--- config.mk ---
export PLATFORM = sky130hd
export DESIGN_NAME = memory_stage
export DESIGN_NICKNAME = d
export VERILOG_FILES = /design/src/rtl/memory_stage.sv
export SDC_FILE = /design/constraint.sdc
export NUM_CORES = 1
export LEC_CHECK = 0
export BUFFER_PORTS_ARGS = -buffer_cell sky130_fd_sc_hd__clkbuf_2
export CORE_MARGIN = 2
export CORE_UTILIZATION = 45
export DETAILED_ROUTE_END_ITERATION = 16
export GPL_TIMING_DRIVEN = 1
export HOLD_SLACK_MARGIN = 0.02
export PLACE_DENSITY = 0.74
export SLEW_MARGIN = 20
export SYNTH_ARGS = -nofsm -noshare
export SYNTH_HDL_FRONTEND = slang
export SYNTH_SLANG_ARGS = --single-unit
export TNS_END_PERCENT = 30
--- constraint.sdc ---
create_clock -name clk -period 6.1 [get_ports clk]
set_clock_uncertainty 0.15 [all_clocks]
set_input_delay 0.915 -clock clk [delete_from_list [all_inputs] [get_ports clk]]
set_output_delay 0.915 -clock clk [all_outputs]
set_load 0.03 [all_outputs]
--- src/rtl/memory_stage.sv ---
// Memory stage: loads, stores and a word stack in data memory.
// Two-word push/pop run as two-cycle sequences through a small FSM.
module memory_stage #(
  parameter logic [15:0] SP_INIT = 16'hFFFF
) (
  input  logic        clk,
  input  logic        reset,
  input  logic        ex_valid,
  input  logic [2:0]  op,
  input  logic [15:0] alu_result,
  input  logic [15:0] write_data,
  input  logic [31:0] ctx_in,
  output logic        in_ready,
  output logic [15:0] mem_addr,
  output logic [15:0] mem_wdata,
  output logic        mem_we,
  output logic        mem_re,
  input  logic [15:0] mem_rdata,
  output logic        wb_valid,
  output logic [15:0] wb_data,
  output logic        ctx_valid,
  output logic [31:0] ctx_out,
  output logic [15:0] sp_out
);

  typedef enum logic [1:0] {
    IDLE     = 2'd0,
    PUSH2_LO = 2'd1,
    POP2_HI  = 2'd2
  } state_t;

  localparam logic [2:0] OP_LOAD  = 3'b001;
  localparam logic [2:0] OP_STORE = 3'b010;
  localparam logic [2:0] OP_PUSH  = 3'b011;
  localparam logic [2:0] OP_POP   = 3'b100;
  localparam logic [2:0] OP_PUSH2 = 3'b101;
  localparam logic [2:0] OP_POP2  = 3'b110;

  state_t      state_q, state_d;
  logic [15:0] sp_q, sp_d;
  logic [15:0] lo_q, lo_d;
  logic        wbv_q, wbv_d;
  logic        ctxv_q, ctxv_d;
  logic        accept;

  assign in_ready  = (state_q == IDLE) && !reset;
  assign accept    = ex_valid && in_ready;
  assign sp_out    = sp_q;
  assign wb_valid  = wbv_q;
  assign ctx_valid = ctxv_q;
  assign wb_data   = wbv_q ? mem_rdata : 16'h0000;
  assign ctx_out   = ctxv_q ? {mem_rdata, lo_q} : 32'h0;

  // Next state, SP update and memory strobes for the current cycle.
  always_comb begin
    state_d   = state_q;
    sp_d      = sp_q;
    lo_d      = lo_q;
    wbv_d     = 1'b0;
    ctxv_d    = 1'b0;
    mem_addr  = 16'h0000;
    mem_wdata = 16'h0000;
    mem_we    = 1'b0;
    mem_re    = 1'b0;
    unique case (state_q)
      IDLE: begin
        if (accept) begin
          unique case (op)
            OP_LOAD: begin
              mem_re   = 1'b1;
              mem_addr = alu_result;
              wbv_d    = 1'b1;
            end
            OP_STORE: begin
              mem_we    = 1'b1;
              mem_addr  = alu_result;
              mem_wdata = write_data;
            end
            OP_PUSH: begin
              mem_we    = 1'b1;
              mem_addr  = sp_q;
              mem_wdata = write_data;
              sp_d      = sp_q - 16'd1;
            end
            OP_POP: begin
              mem_re   = 1'b1;
              mem_addr = sp_q + 16'd1;
              sp_d     = sp_q + 16'd1;
              wbv_d    = 1'b1;
            end
            OP_PUSH2: begin
              mem_we    = 1'b1;
              mem_addr  = sp_q;
              mem_wdata = ctx_in[31:16];
              lo_d      = ctx_in[15:0];
              state_d   = PUSH2_LO;
            end
            OP_POP2: begin
              mem_re   = 1'b1;
              mem_addr = sp_q + 16'd1;
              state_d  = POP2_HI;
            end
            default: ;
          endcase
        end
      end
      PUSH2_LO: begin
        mem_we    = 1'b1;
        mem_addr  = sp_q - 16'd1;
        mem_wdata = lo_q;
        sp_d      = sp_q - 16'd2;
        state_d   = IDLE;
      end
      POP2_HI: begin
        lo_d     = mem_rdata;
        mem_re   = 1'b1;
        mem_addr = sp_q + 16'd2;
        sp_d     = sp_q + 16'd2;
        ctxv_d   = 1'b1;
        state_d  = IDLE;
      end
      default: state_d = IDLE;
    endcase
    if (reset) begin
      mem_we = 1'b0;
      mem_re = 1'b0;
    end
  end

  // State registers; reset aborts any two-cycle sequence in flight.
  always_ff @(posedge clk) begin
    if (reset) begin
      state_q <= IDLE;
      sp_q    <= SP_INIT;
      lo_q    <= 16'h0000;
      wbv_q   <= 1'b0;
      ctxv_q  <= 1'b0;
    end else begin
      state_q <= state_d;
      sp_q    <= sp_d;
      lo_q    <= lo_d;
      wbv_q   <= wbv_d;
      ctxv_q  <= ctxv_d;
    end
  end

endmodule

==> results of run 1 <==
[state kept, by name (all words and copies together), names as in the netlist]
name       cells
lo_q          16
sp_out        16
state_q        2
ctx_valid      1
wb_valid       1
[cells in the mapped netlist, types with 4 or more instances]
library cell  number  area share (%)
nor2_1            62             4.8
nand2_1           59             4.6
and2_1            54             7.0
a21oi_1           42             4.3
dfxtp_1           36              15
clkbuf_1          34             2.6
inv_1             32             2.5
o21ai_0           30             3.1
mux2i_1           25             5.2
a211oi_1          24             3.7
nand3_1           24             2.5
nor3_1            21             2.2
buf_2             19             2.0
xnor2_1           19             3.4
a221oi_1          16             2.9
a222oi_1          16             3.3
buf_1             11            0.85
ha_1              11             2.8
nand2b_1          11             1.4
nand4_1           10             1.3
xor2_1            10             1.8
a31oi_1            9             1.2
a22oi_1            8             1.2
o22ai_1            8             1.0
or3_1              7            0.90
and3_1             6            0.77
o211ai_1           5            0.77
a21o_1             4            0.62
mux2_2             4            0.93
o221ai_1           4            0.72
o2bb2ai_1          4            0.72
[cell type report]
class	instances	area share (%)
tap	136	2.93
sequential	36	12.4
timing repair buffer	191	16.7
clock buffer	6	1.25
multi-input combinational	564	64.0
inverter	33	2.13
clock inverter	2	0.603
[power by group through the flow]
stage	logic, mW	clock network [mW]	registers [mW]
floorplan	0.453	0	0.296
global placement	0.599	0	0.319
detailed placement	0.599	0	0.319
CTS	0.603	0.228	0.314
global route	0.665	0.238	0.321
finish	0.618	0.225	0.317
[routing by layer]
metal,up-vias,track usage [%],part of all wire [%],routed length (um)
met5,-,0,0,0
met4,0,9.98,2.3,450
met3,56,7.57,13,2560
met2,455,47.3,44,8660
met1,2791,47.3,41,8100
li1,2855,-,-,-
[worst register-to-register path, delay by kind of cell (launching register included)]
kind,cells,cell delay [ns]
AND/OR/NAND/NOR,2,0.62
flip-flops,1,0.45
adder cells (fa/ha/maj),1,0.88
AO/OA/AOI/OAI,1,0.24
buffers and inverters,2,0.70
[worst min-delay path by stage]
stage,from,to,slack (ns),cells after the start
after floorplan,lo_q[0],lo_q[0],0.34,2
after global placement,lo_q[15],lo_q[15],0.36,2
after detailed placement,lo_q[3],lo_q[3],0.36,2
after CTS,lo_q[11],lo_q[11],0.37,2
after global routing,lo_q[9],lo_q[9],0.39,2
final,lo_q[3],lo_q[3],0.37,2
[per-stage QoR]
step           cell area, um2  setup WS (ns)  power [mW]  hold slack [ns]  utilization, %
2_1_floorplan            4850           2.17       0.748            0.336               -
6_report                 5810           1.83        1.16            0.370            55.8
3_3_place_gp             5710           1.92       0.918            0.356            54.8
3_5_place_dp             5710           1.95       0.918            0.361            54.8
5_1_grt                  5810           1.65        1.22            0.395            55.8
4_1_cts                  5810           1.95        1.14            0.372            55.8
[cell families after synthesis]
kind of cell	synth area share (%)
xor+xnor	5.24
compound gates	31.5
simple gates	30.8
fa+ha+maj	2.84
buf+inv	8.69
mux	6.09
flops	14.9
==> flow_summary_export.csv, run 1 <==
group,metric,value,unit
timing,max_freq,0.234,GHz
critical_path,reg2reg_slack,2.95,ns
timing,grt_setup_unrepaired,"false",
finish,layout-drive-gt1-share,26.7,%
timing,drv_slew,0,
critical_path,critPathSlowestCell,"nor3_2",
critical_path,cp_top_family,"buffers and inverters",
timing,final_hold_viol_count,0,
floorplanning,pin_count,187,
finish,final_cell_mix,"clkbuf_2, nor2_1, nand2_1, and2_1, a21oi_1",
power_and_ir_drop,clockPowerShare,19.4,%
floorplanning,die_area,11600,um2
power_and_ir_drop,p_sw_share,48.5,%
critical_path,path_class,"in2out",
clock_network,ctsHoldBuffers,0,
drt,firstDrtPassIters,8,
finish,multiInputGateArea,3720,um2
logic_synthesis,synth.distinct_cells,77,
logic_synthesis,ys_seq_area_share,14.9,%
drt,drt_iter0_markers,1021,
critical_path,endpoint,"mem_wdata[13]",
critical_path,cp-end-kind,"primary output",
logic_synthesis,synthCells,701,
critical_path,worst-endpoint-arrival,3.20,ns
finish,final_common_cell,"clkbuf_2",
critical_path,required,5.03,ns
placement,gp_congestion,1.03,
power_and_ir_drop,p_seq_share,27.3,%
critical_path,path_buf_inv,4,
drt,drc,0,
finish,layout.cells.non_filler,968,
floorplanning,rows,37,
floorplanning,die_h,108,um
drt,vias,6157,
clock_network,clock-sinks,36,
timing,setup_viol,0,
clock_network,cts_setup_buffers,0,
placement,portBuffers,186,
critical_path,r2r-end,"sp_out[14]",
power_and_ir_drop,power.switching,562,uW
drt,antenna_left,0,
power_and_ir_drop,cellLeakagePower,2.67,nW
finish,antennaDiodeCount,0,
logic_synthesis,synth_flop_cell,"dfxtp_1",
timing,fin_setup_tns,0,ns
job,drv_cap,0,
finish,fillerInstances,1088,
critical_path,cp-start-kind,"primary input",
floorplanning,initial_utilization,46.6,%
drt,post_drt_wl_per_cell,20.4,um
clock_network,clk_path_buf_depth,2,
floorplanning,die_width,108,um
timing,relSlewSlack,25.8,%
hold_path,worstHoldPathType,"reg2reg",
power_and_ir_drop,powerDensity,199,nW/um2
floorplanning,core_area,10400,um2
critical_path,crit_cells,6,
timing,fin_crit_sh,70.0,%
logic_synthesis,synth_edf_count,0,
power_and_ir_drop,intPower,597,uW
power_and_ir_drop,vdd_drop_max,0.110,mV
critical_path,cp_max_fo,30,
placement,hpwl,14200,um
grt,overflow,0,
finish,regArea,721,um2
drt,routed_via_density,6.36,
critical_path,critical_path.max_stage_delay,0.95,ns
placement,dp_cells,960,
logic_synthesis,yosysWarningCount,0,
drt,drt-total-wl,19800,um
logic_synthesis,ys_ff_latch,36,
power_and_ir_drop,pwr-share-comb,53.3,%
clock_network,cts_made_buffers,5,
clock_network,htreeDepth,2,
logic_synthesis,ys_async_sr_fraction,0,%
clock_network,cts_root_buffer,"clkbuf_8",
critical_path,reg2reg_depth,6,
critical_path,worstPathCellList,"clkbuf_2 -> inv_1 -> nor3_2 -> a222oi_1 -> inv_1 -> clkbuf_2",
critical_path,setup.worst_path.start,"op[1]",
timing,fin_crit,4.27,ns
timing,worstMarginPinSlew,1.11,ns
outcome,status,"complete, no violations",
clock_network,cts-resized-gates,0,
grt,gr-usage-all-layers,32.6,%
logic_synthesis,syn_area,4850,um2
finish,nNetsFinal,928,
clock_network,clk_pin_slew_worst_paths,0.07,ns
clock_network,clk_latency,0.32,ns
logic_synthesis,synth_fp_nets,798,
grt,grt_pass1_wl,29800,um
logic_synthesis,syn_area_per_cell,6.92,um2
finish,syn_to_final_growth,19.9,%
grt,antenna_found_initial,0,
clock_network,cts_tree,"built",
grt,grt_pass1_vias,5412,
grt,grt_max_degree,50,
critical_path,reg2reg_from,"state_q[1]",
Note: power is estimated with default switching activity, not from simulation.
==> inputs of run 2 (changes only) <==
--- a/config.mk
+++ b/config.mk
@@ -5,13 +5,14 @@
 export SDC_FILE = /design/constraint.sdc
 export NUM_CORES = 1
 export LEC_CHECK = 0
+export ABC_AREA = 1
 export BUFFER_PORTS_ARGS = -buffer_cell sky130_fd_sc_hd__clkbuf_2
 export CORE_MARGIN = 2
 export CORE_UTILIZATION = 45
 export DETAILED_ROUTE_END_ITERATION = 16
 export GPL_TIMING_DRIVEN = 1
 export HOLD_SLACK_MARGIN = 0.02
-export PLACE_DENSITY = 0.74
+export PLACE_DENSITY = 0.75
 export SLEW_MARGIN = 20
 export SYNTH_ARGS = -nofsm -noshare
 export SYNTH_HDL_FRONTEND = slang
==> constraint.sdc (replaced) <==
create_clock -name clk -period 4.18 [get_ports clk]
set_clock_uncertainty 0.15 [all_clocks]
set_input_delay 0.627 -clock clk [delete_from_list [all_inputs] [get_ports clk]]
set_output_delay 0.627 -clock clk [all_outputs]
set_load 0.03 [all_outputs]
==> flow_summary_export.csv, run 2 <==
group,metric,value,unit
outcome,status,"complete, no violations",
logic_synthesis,synth_flop_cell,"dfxtp_1",
clock_network,cts_made_buffers,5,
placement,hpwl,12700,um
placement,portBuffers,186,
finish,fillerInstances,1070,
logic_synthesis,ys_seq_area_share,15.7,%
logic_synthesis,synth_most_common_cell,"nand2_1",
logic_synthesis,synth_top_area_share,26.1,%
clock_network,clk_latency,0.29,ns
drt,firstDrtPassIters,5,
grt,grt_pass1_wl,27200,um
logic_synthesis,synth_top_cells_by_count,"nand2_1, nand3_1, inv_1, nor2_1, o21ai_0",
logic_synthesis,ys_async_sr_fraction,0,%
clock_network,cts-resized-gates,0,
timing,max_freq,0.293,GHz
critical_path,path_buf_inv,3,
power_and_ir_drop,cellLeakagePower,3.32,nW
power_and_ir_drop,clockPowerShare,24.8,%
floorplanning,core_area,9860,um2
grt,antenna_found_initial,0,
drt,post_drt_wl_per_cell,14.8,um
clock_network,ctsHoldBuffers,0,
power_and_ir_drop,intPower,710,uW
critical_path,reg2reg_depth,11,
clock_network,cts_tree,"built",
job,drv_cap,0,
floorplanning,rows,36,
floorplanning,initial_utilization,46.7,%
critical_path,cp_top_family,"compound AO/OA/AOI/OAI gates",
critical_path,cp_max_fo,11,
power_and_ir_drop,power.switching,550,uW
timing,relSlewSlack,30.6,%
clock_network,htreeDepth,2,
timing,fin_crit_sh,81.7,%
grt,met3_usage,5.49,%
critical_path,required,3.40,ns
power_and_ir_drop,p_sw_share,43.7,%
placement,gp_congestion,0.963,
clock_network,clk_path_buf_depth,2,
critical_path,cp-start-kind,"flip-flop",
hold_path,worstHoldPathType,"reg2reg",
logic_synthesis,yosysWarningCount,0,
drt,drt-total-wl,17100,um
critical_path,reg2reg_slack,1.50,ns
drt,drc,0,
logic_synthesis,synth_edf_count,0,
finish,syn_to_final_growth,20.8,%
power_and_ir_drop,pwr-share-comb,43.1,%
finish,final_cell_mix,"nand2_1, clkbuf_2, nand3_1, inv_1, nor2_1",
grt,grt_util_met2,53.5,%
drt,routed_via_density,5.40,
floorplanning,die_width,105,um
timing,fin_setup_tns,0,ns
timing,grt_setup_unrepaired,"false",
grt,overflow,0,
power_and_ir_drop,p_seq_share,32.1,%
grt,gr-usage-all-layers,30.2,%
grt,grt_pass1_vias,5550,
logic_synthesis,ys_ff_latch,36,
logic_synthesis,synth_fp_nets,975,
finish,layout-drive-gt1-share,21.6,%
logic_synthesis,yosys.area.top_type,"nand2_1",
clock_network,clk_pin_slew_worst_paths,0.08,ns
floorplanning,die_area,11100,um2
power_and_ir_drop,vdd_drop_max,0.134,mV
timing,final_hold_viol_count,0,
power_and_ir_drop,powerDensity,227,nW/um2
finish,final_common_cell,"nand2_1",
timing,setup_viol,0,
drt,vias,6242,
critical_path,critical_path.max_stage_delay,0.57,ns
grt,grt-busiest-layer,"met2",
critical_path,critPathSlowestCell,"dfxtp_1",
finish,nNetsFinal,1119,
finish,finish.utilization,56.4,%
drt,antenna_left,0,
placement,dp_cells,1148,
logic_synthesis,syn_area_per_cell,5.24,um2
critical_path,crit_cells,9,
floorplanning,pin_count,187,
finish,antennaDiodeCount,0,
clock_network,clock-sinks,36,
power_and_ir_drop,totalPowerFinal,1.26,mW
logic_synthesis,synthCells,878,
timing,drv_slew,0,
clock_network,cts_setup_buffers,0,
finish,layout.cells.non_filler,1156,
grt,grt_use_met1,37.3,%
drt,drt_iter0_markers,538,
grt,grt_max_degree,34,
hold_path,holdPathStages,2,
critical_path,worstPathCellList,"inv_1 -> ha_1 -> nand2_1 -> o21ai_0 -> and2_1 -> o21ai_0 -> inv_1 -> a21oi_1 -> clkbuf_2",
critical_path,worst-endpoint-arrival,2.64,ns
clock_network,cts_root_buffer,"clkbuf_8",
critical_path,cp-end-kind,"primary output",
logic_synthesis,synth.distinct_cells,37,
logic_synthesis,syn_area,4600,um2
timing,worstMarginPinSlew,1.04,ns
timing,fin_crit,3.41,ns
floorplanning,die_h,105,um
logic_synthesis,synth_area_leaders,"nand2_1, dfxtp_1, nand3_1",
critical_path,path_class,"reg2out",
==> run 2: changes by cell type in the layout (fill, tap and decap cells not counted), sizes merged, moves of 16 or more <==
| cell | delta |
|---|---|
| nand2 | +265 |
| nand3 | +109 |
| a222oi | -16 |
| a211oi | -23 |
| nor3 | -23 |
| inv | +73 |
| a221oi | -17 |
| o21ai | +19 |
| mux2i | -25 |
| and2 | -53 |
| xnor2 | -19 |
==> run 2: area by class of cell <==
type,instances,area (um2),area share [%]
sequential,36,722,13.0
inverter,107,413,7.42
clock buffer,5,68.8,1.24
timing repair buffer,190,961,17.3
multi-input combinational,682,3190,57.3
clock inverter,3,42.5,0.765
tap,133,166,2.99
==> run 2: logic make-up after synthesis <==
family / count (synthesis) / synth area share (%)
compound gates: 122 / 14.5
fa+ha+maj: 11 / 2.99
flops: 36 / 15.7
xor+xnor: 12 / 2.28
buf+inv: 160 / 15.2
simple gates: 537 / 49.4
==> run 2: worst reg2reg max path, cell delays in order, from the launching register on <==
cell,delay (ns)
dfxtp_1,0.35
inv_1,0.11
ha_1,0.26
nand2_2,0.10
clkinv_2,0.07
nand2_4,0.08
inv_6,0.20
nand2_2,0.10
a21oi_2,0.52
inv_2,0.28
o21ai_0,0.23
nand3_1,0.09
==> run 2: power groups by stage <==
stage | logic [mW] | clock network [mW] | registers (mW)
after global placement | 0.529 | 0 | 0.411
final | 0.543 | 0.313 | 0.405
after global routing | 0.605 | 0.332 | 0.407
after CTS | 0.536 | 0.313 | 0.403
after floorplan | 0.397 | 0 | 0.401
after detailed placement | 0.534 | 0 | 0.411
==> run 2: metrics by stage <==
step	hold WS (ns)	instance area, um2	worst slack [ns]
after CTS	0.415	5560	0.822
final	0.414	5560	0.765
after global placement	0.393	5450	0.910
after global routing	0.423	5560	0.564
after detailed placement	0.404	5450	0.843
after floorplan	0.355	4600	1.16
==> run 2: worst paths after layout <==
| kind | startpoint | end |
|---|---|---|
| max reg2reg | state_q[0] | sp_out[0] |
| max | sp_out[0] | mem_addr[8] |
| min | lo_q[6] | lo_q[6] |
| min reg2reg | lo_q[6] | lo_q[6] |
==> run 2: layer usage <==
metal / wire (um) / up-vias
met5: 0 / -
met2: 8400 / 328
li1: - / 3106
met4: 337 / 0
met3: 1660 / 30
met1: 6740 / 2778
